`src/rtl/seq_divider.sv`:
```
// Multi-cycle restoring divider (DIV/DIVU/REM/REMU), one subtract-and-shift step per clock.
// Optional macro SEQ_DIVIDER_SIGNED_EN enables two's-complement operation via is_signed.
module seq_divider #(
    parameter int N = 32
) (
    input  logic         clk,
    input  logic         rst_n,
    input  logic         start,
    input  logic         is_signed,
    input  logic [N-1:0] dividend,
    input  logic [N-1:0] divisor,
    output logic         busy,
    output logic         done,
    output logic [N-1:0] quotient,
    output logic [N-1:0] remainder
);

    localparam int CW = $clog2(N) + 1;

    typedef enum logic [1:0] {IDLE, CALC, FIX, DONE} state_t;

    state_t          state_reg, state_next;
    logic [CW-1:0]   cnt_reg;
    logic [N:0]      r_reg;
    logic [N-1:0]    q_reg;
    logic [N-1:0]    d_reg;
    logic            done_reg;
    logic [N-1:0]    quo_reg;
    logic [N-1:0]    rem_reg;

    logic            div_zero;
    logic            special;
    logic [N-1:0]    a_mag;
    logic [N-1:0]    b_mag;
    logic [N:0]      r_shift;
    logic [N:0]      r_diff;
    logic [N-1:0]    q_fixed;
    logic [N-1:0]    r_fixed;
    logic            unused_bits;

    assign div_zero = (divisor == '0);

`ifdef SEQ_DIVIDER_SIGNED_EN
    logic q_neg_reg;
    logic r_neg_reg;
    logic overflow;

    assign overflow = is_signed && (dividend == {1'b1, {(N-1){1'b0}}}) && (divisor == '1);
    assign a_mag    = (is_signed && dividend[N-1]) ? -dividend : dividend;
    assign b_mag    = (is_signed && divisor[N-1])  ? -divisor  : divisor;
    assign special  = div_zero || overflow;
    assign q_fixed  = q_neg_reg ? -q_reg : q_reg;
    assign r_fixed  = r_neg_reg ? -r_reg[N-1:0] : r_reg[N-1:0];
    // The partial remainder never exceeds the divisor, so its top bit stays clear.
    assign unused_bits = r_reg[N];

    always_ff @(posedge clk or negedge rst_n) begin
        if (!rst_n) begin
            q_neg_reg <= 1'b0;
            r_neg_reg <= 1'b0;
        end else if (state_reg == IDLE && start) begin
            q_neg_reg <= is_signed && (dividend[N-1] ^ divisor[N-1]);
            r_neg_reg <= is_signed && dividend[N-1];
        end
    end
`else
    assign a_mag       = dividend;
    assign b_mag       = divisor;
    assign special     = div_zero;
    assign q_fixed     = q_reg;
    assign r_fixed     = r_reg[N-1:0];
    assign unused_bits = ^{r_reg[N], is_signed};
`endif

    assign r_shift = {r_reg[N-1:0], q_reg[N-1]};
    assign r_diff  = r_shift - {1'b0, d_reg};

    always_ff @(posedge clk or negedge rst_n) begin
        if (!rst_n) begin
            state_reg <= IDLE;
        end else begin
            state_reg <= state_next;
        end
    end

    always_comb begin
        state_next = state_reg;
        case (state_reg)
            IDLE: begin
                if (start) begin
                    state_next = special ? DONE : CALC;
                end
            end
            CALC: begin
                if (cnt_reg == CW'(N - 1)) begin
                    state_next = FIX;
                end
            end
            FIX:     state_next = DONE;
            DONE:    state_next = IDLE;
            default: state_next = IDLE;
        endcase
    end

    always_ff @(posedge clk or negedge rst_n) begin
        if (!rst_n) begin
            cnt_reg  <= '0;
            r_reg    <= '0;
            q_reg    <= '0;
            d_reg    <= '0;
            quo_reg  <= '0;
            rem_reg  <= '0;
            done_reg <= 1'b0;
        end else begin
            done_reg <= (state_reg == DONE);
            case (state_reg)
                IDLE: begin
                    if (start) begin
                        cnt_reg <= '0;
                        r_reg   <= '0;
                        q_reg   <= a_mag;
                        d_reg   <= b_mag;
                        // Special cases publish their results here and bypass CALC/FIX.
                        if (div_zero) begin
                            quo_reg <= '1;
                            rem_reg <= dividend;
                        end else if (special) begin
                            quo_reg <= dividend;
                            rem_reg <= '0;
                        end
                    end
                end
                CALC: begin
                    cnt_reg <= cnt_reg + 1'b1;
                    r_reg   <= r_diff[N] ? r_shift : r_diff;
                    q_reg   <= {q_reg[N-2:0], ~r_diff[N]};
                end
                FIX: begin
                    quo_reg <= q_fixed;
                    rem_reg <= r_fixed;
                end
                default: ;
            endcase
        end
    end

    assign busy      = (state_reg == CALC) || (state_reg == FIX);
    assign done      = done_reg;
    assign quotient  = quo_reg;
    assign remainder = rem_reg;

endmodule

```
`config.mk`:
```
export PLATFORM = sky130hd
export DESIGN_NAME = seq_divider
export DESIGN_NICKNAME = d
export VERILOG_FILES = /design/src/rtl/seq_divider.sv
export SDC_FILE = /design/constraint.sdc
export NUM_CORES = 1
export LEC_CHECK = 0
export CORE_MARGIN = 10
export CORE_UTILIZATION = 67
export CTS_BUF_LIST = sky130_fd_sc_hd__clkbuf_4 sky130_fd_sc_hd__clkbuf_8 sky130_fd_sc_hd__clkbuf_16
export CTS_CLUSTER_SIZE = 12
export DETAILED_ROUTE_END_ITERATION = 16
export DONT_BUFFER_PORTS = 1
export GPL_TIMING_DRIVEN = 0
export PLACE_DENSITY = 0.83
export SLEW_MARGIN = 0
export SYNTH_ARGS = -nofsm -noshare
export SYNTH_HDL_FRONTEND = slang
export SYNTH_SLANG_ARGS = --single-unit
export TNS_END_PERCENT = 50
```
`constraint.sdc`:
```
create_clock -name clk -period 5.95 [get_ports clk]
set_input_delay 1.19 -clock clk [delete_from_list [all_inputs] [get_ports clk]]
set_output_delay 1.19 -clock clk [all_outputs]
set_load 0.01 [all_outputs]
```
==> impl_metrics.py <==
metrics = {
    "critical_path": {
        "slowest_stage": "nor3_1",
        "cp-endpoint": "quotient[19]$_DFFE_PN0P_",
        "crit_arrival_ns": 4.02,
        "crit_type": "input pin to flip-flop",
        "cp.required_ns": 6.24,
        "critPathLaunch": "divisor[7]",
        "cp_slowest_stage_delay_ns": 0.62,
        "regToRegSetupSlack_ns": 2.45,
        "worstSetupStartpointType": "input pin",
        "r2r_start": "q_fixed[31]$_DFFE_PN0P_",
        "cp-end-kind": "flip-flop",
        "crit_chain": "nor4_1 > nand4_1 > nor3_1 > nand2_1 > nand2_1 > o21ai_0 > clkbuf_1 > clkbuf_1 > clkbuf_1 > nand2_1 > o21ai_0",
        "cp_max_fo": 10,
        "ff2ff_path_depth": 14,
        "reg2reg_to": "r_reg[28]$_DFFE_PN0P_",
    },
    "sta": {
        "tightest_slew_ns": 0.848,
        "fin_crit_sh_pct": 62.7,
        "final-max-slew-violation-count": 0,
        "skew_ns": 0.00803,
        "timing.slew.headroom_pct": 43.5,
        "hold_viol_final": 0,
        "timing.fmax_mhz": 268,
        "rsz0062_at_grt": "false",
        "setup_violations": 0,
        "period_needed_ns": 3.73,
        "tns_ns": 0,
    },
    "cts": {
        "ctsResizeCount": 0,
        "post_cts_buffers": 0,
        "cts_root_buffer": "clkbuf_16",
        "cts.sinks": 169,
        "ctsHtreeMaxLevel": 4,
        "path_clk_slew_ns": 0.07,
        "cts_tree": "built",
        "insertion_delay_ns": 0.43,
        "postCtsHoldBufs": 0,
        "cts_buffers": 17,
        "clockBufferDepth": 2,
    },
    "synthesis": {
        "synth_seq_cells": 169,
        "async_reset_ff_share_pct": 100,
        "syn_inst": 956,
        "synth_most_common_cell": "dfrtp_1",
        "synthTopCellsByCount": "dfrtp_1, nand2_1, o21ai_0, a21oi_1, mux2i_1",
        "yosys-top-cells-area": "dfrtp_1, mux2i_1, o21ai_0",
        "synth_top_flop_cell": "dfrtp_1",
        "netlist.area_leader.share_pct": 45.8,
        "syn_area_um2": 9240,
        "synth_fp_nets": 1062,
        "synth_cell_type_count": 59,
        "synth-edff-count": 0,
        "syn_avg_cell_area_um2": 9.67,
        "ys_seq_area_share_pct": 45.8,
        "synth.yosys.warnings": 0,
        "yosysTopAreaCell": "dfrtp_1",
    },
    "floorplanning": {
        "die-area_um2": 18900,
        "pin_count": 134,
        "die_h_um": 137,
        "core_um2": 13400,
        "die_x_um": 137,
        "num_rows": 42,
        "start_util_pct": 69.0,
    },
    "placed_design": {
        "portBuffers": 0,
        "dp.final_hpwl_um": 17900,
        "postPlaceCellArea_um2": 9460,
        "dp.cells": 1132,
        "globalplace.congestion": 0.911,
    },
    "power": {
        "internal_power_mw": 3.50,
        "switching_share_pct": 44.1,
        "power.total_mw": 6.27,
        "leakage_nw": 4.64,
        "power_frac_clock_pct": 17.9,
        "power_frac_comb_pct": 46.3,
        "ir_drop_uv": 305,
        "p_switching_mw": 2.77,
        "p_per_area_nw_per_um2": 624,
        "seqPwrFrac_pct": 35.7,
    },
    "finish": {
        "nets": 1081,
        "syn_to_final_growth_pct": 8.83,
        "fin_area_um2": 10100,
        "diodes": 0,
        "layoutNonFillerInstCount": 1164,
        "fillers": 932,
        "utilization_pct": 75.1,
        "drive_gt1_share_pct": 8.30,
    },
    "grt": {
        "grt_pass1_wl_um": 38000,
        "antenna_found_initial": 0,
        "grt_start_max_net_pins": 170,
        "grt_usage_pct": 25.5,
        "grt_pass1_vias": 7189,
        "grt_overflow": 0,
    },
    "run_status": {
        "status": "completed",
    },
    "worst_hold_path": {
        "hp-class": "input pin to asynchronous set/reset pin",
    },
    "detailed_routing": {
        "ant_nets": 0,
        "vias": 7447,
        "drt_iter0_drc": 571,
        "via_per_inst": 6.40,
        "wire_per_inst_um": 20.9,
        "remaining_drc_errors": 0,
        "first_pass_iters": 8,
        "wl_um": 24300,
    },
    "flow_run": {
        "maxCapViolCount": 0,
    },
}
-- area by class of cell --
cell class / instances / area (um2) / share of cell area [%]
Buffer: 56 / 248 / 2.46
Clock buffer: 18 / 433 / 4.30
Clock inverter: 14 / 163 / 1.62
Inverter: 40 / 150 / 1.49
Multi-Input combinational cell: 691 / 4620 / 45.9
Sequential cell: 169 / 4230 / 42.0
Tap cell: 176 / 220 / 2.19
-- routing by layer --
metal,global-route usage (%),up-vias,part of all wire [%]
met1,32.5,3599,41
met3,7.14,44,9.6
met5,0,-,0
li1,-,3460,-
met2,41.0,344,47
met4,8.49,0,2.4
-- cells in the final DEF, fill, tap and decap left out, types with 7 or more instances in the layout --
cell type,Yosys,layout
xnor2_1,17,17
o21ai_0,103,103
nor4_1,7,7
nor2_1,16,16
o22ai_1,49,49
nand2_1,119,119
buf_1,7,7
inv_1,39,39
nand3_1,10,10
a21oi_1,64,64
dfrtp_1,169,169
o21ai_1,14,14
ha_1,37,37
mux2_2,32,32
a21o_1,17,17
a31oi_1,7,7
and3_1,8,8
xor2_1,15,15
nor3_1,11,11
nor2b_1,35,35
mux2i_1,62,62
nand2b_1,7,7
clkbuf_16,0,17
clkbuf_1,42,42
a32oi_1,7,7
-- through the flow --
| stage | setup WS, ns | hold slack, ns |
|---|---|---|
| finish | 2.22 | 0.450 |
| global route | 2.04 | 0.432 |
| CTS | 2.25 | 0.448 |
| detailed placement | 1.84 | 0.479 |
| global placement | 1.91 | 0.470 |
| floorplan | 2.95 | 0.450 |
-- kinds of logic (layout without fill, tap and decap cells) --
group | Yosys count | count (layout) | share of synthesized area (%)
compound gates | 292 | 292 | 18.6
simple gates | 233 | 233 | 12.0
flops | 169 | 169 | 45.8
buf+inv | 96 | 128 | 4.30
mux | 95 | 95 | 10.8
fa+ha+maj | 38 | 38 | 5.23
xor+xnor | 33 | 33 | 3.33
-- power groups by stage --
stage                     Clock [mW]  Sequential (mW)  Combinational [mW]
final                           1.13             2.24                2.91
after detailed placement           0             2.25                2.84
after floorplan                    0             2.07                2.28
after CTS                       1.13             2.24                2.88
after global routing            1.18             2.31                3.24
after global placement             0             2.23                2.77
-- how the worst min path moves through the flow --
stage / startpoint / end / slack, ns / cells past startpoint
3_3_place_gp: q_fixed[31]$_DFFE_PN0P_ / q_fixed[31]$_DFFE_PN0P_ / 0.47 / 2
4_1_cts: rst_n / d_reg[5]$_DFFE_PN0P_ / 0.45 / 0
5_1_grt: rst_n / quotient[10]$_DFFE_PN0P_ / 0.43 / 0
2_1_floorplan: q_fixed[31]$_DFFE_PN0P_ / q_fixed[31]$_DFFE_PN0P_ / 0.45 / 2
6_report: rst_n / quotient[10]$_DFFE_PN0P_ / 0.45 / 0
3_5_place_dp: q_fixed[31]$_DFFE_PN0P_ / q_fixed[31]$_DFFE_PN0P_ / 0.48 / 2
-- worst max-delay path, delay by kind of cell --
family / cells / cell delay, ns
AND/OR/NAND/NOR: 6 / 1.64
buffers and inverters: 3 / 0.99
AO/OA/AOI/OAI: 2 / 0.20
Power figures use the tool's default switching activity.
==> patch, RTL diff (same flow settings) <==
Re-encode `state_t` (4 states) as one-hot, 4 bits wide.
--- a/src/rtl/seq_divider.sv
+++ b/src/rtl/seq_divider.sv
@@ -18,5 +18,5 @@
     localparam int CW = $clog2(N) + 1;
 
-    typedef enum logic [1:0] {IDLE, CALC, FIX, DONE} state_t;
+    typedef enum logic [3:0] {IDLE = 4'b0001, CALC = 4'b0010, FIX = 4'b0100, DONE = 4'b1000} state_t;
 
     state_t          state_reg, state_next;
Behaviour: no difference found for any inputs over 10 cycles, from zero or initial values and one cycle with rst_n low; not proved beyond that.
==> patch against the original RTL <==
Area after synthesis is 4.3% lower; sequential cell count is 2 higher; register-to-register slack worse by 0.39 ns; hold slack hardly changed; setup slack worse by 0.16 ns; routed wire length is 3.2% higher; power is 0.27% lower; utilization is 0.64 points higher; final area is 3.9% lower; largest power group unchanged; highest routed layer unchanged.
==> patch: results <==
metrics = {
    "outcome": {
        "outcome": "finished clean",
    },
    "global_routing": {
        "grt_pass1_vias": 7629,
        "track_usage": 0.276,
        "grt_max_degree": 172,
        "grt_pass1_wl_um": 40100,
        "antenna_found_initial": 0,
    },
    "sta": {
        "slew_headroom": 0.251,
        "setup_ws_ns": 2.06,
        "clock_skew_ns": 0.00803,
    },
    "routing": {
        "first_iter_violations": 759,
        "via_per_inst": 6.51,
        "routedWlPerCell_um": 21.6,
        "totalWireLength_um": 25100,
        "dr.pass1.iters": 5,
    },
    "worst_setup_path": {
        "cp_data_arrival_time_ns": 4.18,
        "crit_fanout": 4,
    },
    "yosys": {
        "post_synth.cell_area_avg_um2": 9.24,
        "netlist_top_cells_count": "170 x dfrtp_1, 154 x nand2_1, 103 x nor2_1",
        "synth.area.top_cells": "dfrtp_1 48%, nand2_1 6.5%, ha_1 4.7%, nor2_1 4.4%, o21ai_0 3.5%",
        "yosysSeqAreaShare": 0.484,
        "synth_ff_type": "dfrtp_1",
        "synth_cell_types": 62,
        "syn_nets": 1059,
    },
    "layout": {
        "drive_above_1_share": 0.0566,
        "fillers": 882,
        "fin_nets": 1078,
    },
    "placement": {
        "io_buffers": 0,
        "dp_hpwl_um": 17900,
        "pre_cts_ws_ns": 2.20,
        "gp_congestion": 0.923,
    },
    "hold_path": {
        "hold_class": "input pin to async pin",
    },
    "power_and_ir_drop": {
        "p_int_uw": 3470,
        "max-vdd-ir-drop_mv": 0.373,
        "p_leak_uw": 0.00414,
    },
    "clocking": {
        "htree_levels": 4,
    },
}
==> patch: stage by stage <==
stage	cell area [um^2]	total power (uW)	hold WS, ns	utilization
floorplan	8840	4270	0.452	-
global placement	9060	4900	0.473	0.709
detailed placement	9060	5000	0.487	0.709
CTS	9670	6220	0.448	0.757
global route	9670	6680	0.440	0.757
finish	9670	6260	0.450	0.757
==> patch: worst paths after layout <==
kind	endpoint	start	cells past startpoint
worst max-delay path	r_reg[30]$_DFFE_PN0P_	q_fixed[31]$_DFFE_PN0P_	13
worst min register to register	cnt_reg[5]$_DFFE_PN0P_	cnt_reg[5]$_DFFE_PN0P_	1
min in group clk	cnt_reg[5]$_DFFE_PN0P_	cnt_reg[5]$_DFFE_PN0P_	1
worst min-delay path	d_reg[4]$_DFFE_PN0P_	rst_n	0
max in group asynchronous	state_reg[0]$_DFFE_PN1P_	rst_n	0
worst max register to register	r_reg[30]$_DFFE_PN0P_	q_fixed[31]$_DFFE_PN0P_	13
==> patch: cells by family (layout without fill, tap and decap cells) <==
group	Yosys count	in the layout	synth area share
xor gates and xnor gates	29	29	0.0308
adders and majority gates	34	34	0.0490
muxes	27	27	0.0306
AOI/OAI and AO/OA	272	272	0.204
and+or+nand+nor	323	323	0.155
DFF	171	171	0.484
buffers and inverters	101	133	0.0465
==> patch: cell type report <==
class	instances	area, um^2	area share
clock inverters	15	185	0.0192
multi-input cells	685	4150	0.429
inverters	43	161	0.0167
plain buffers	58	250	0.0259
clock buffers	17	425	0.0440
well taps	172	215	0.0223
flip-flops and latches	171	4280	0.443
==> patch: power by group through the flow <==
stage / Combinational (uW) / Clock [uW] / Sequential (uW)
after floorplan: 2370 / 0 / 1900
after global placement: 2870 / 0 / 2030
after detailed placement: 2960 / 0 / 2040
after CTS: 3020 / 1160 / 2030
after global routing: 3390 / 1210 / 2080
final: 3060 / 1160 / 2040
==> patch: layer usage <==
layer,wire length (um),up-vias,track usage
li1,-,3416,-
met1,9460,3712,0.317
met2,12200,341,0.454
met3,2410,87,0.0942
met4,1020,0,0.131
met5,0,-,0
==> patch: worst max-delay path, cell delays in order, from the launching register on <==
cell and delay, ns:
dfrtp_1 0.36, inv_1 0.16, ha_1 0.23, inv_1 0.06
fa_1 0.44, a211o_1 0.34, a2111oi_4 0.39, o31a_1 0.32
o21ai_0 0.21, o21ai_0 0.59, o31ai_1 0.22, xor2_1 0.18
mux2i_1 0.15, o22ai_1 0.10
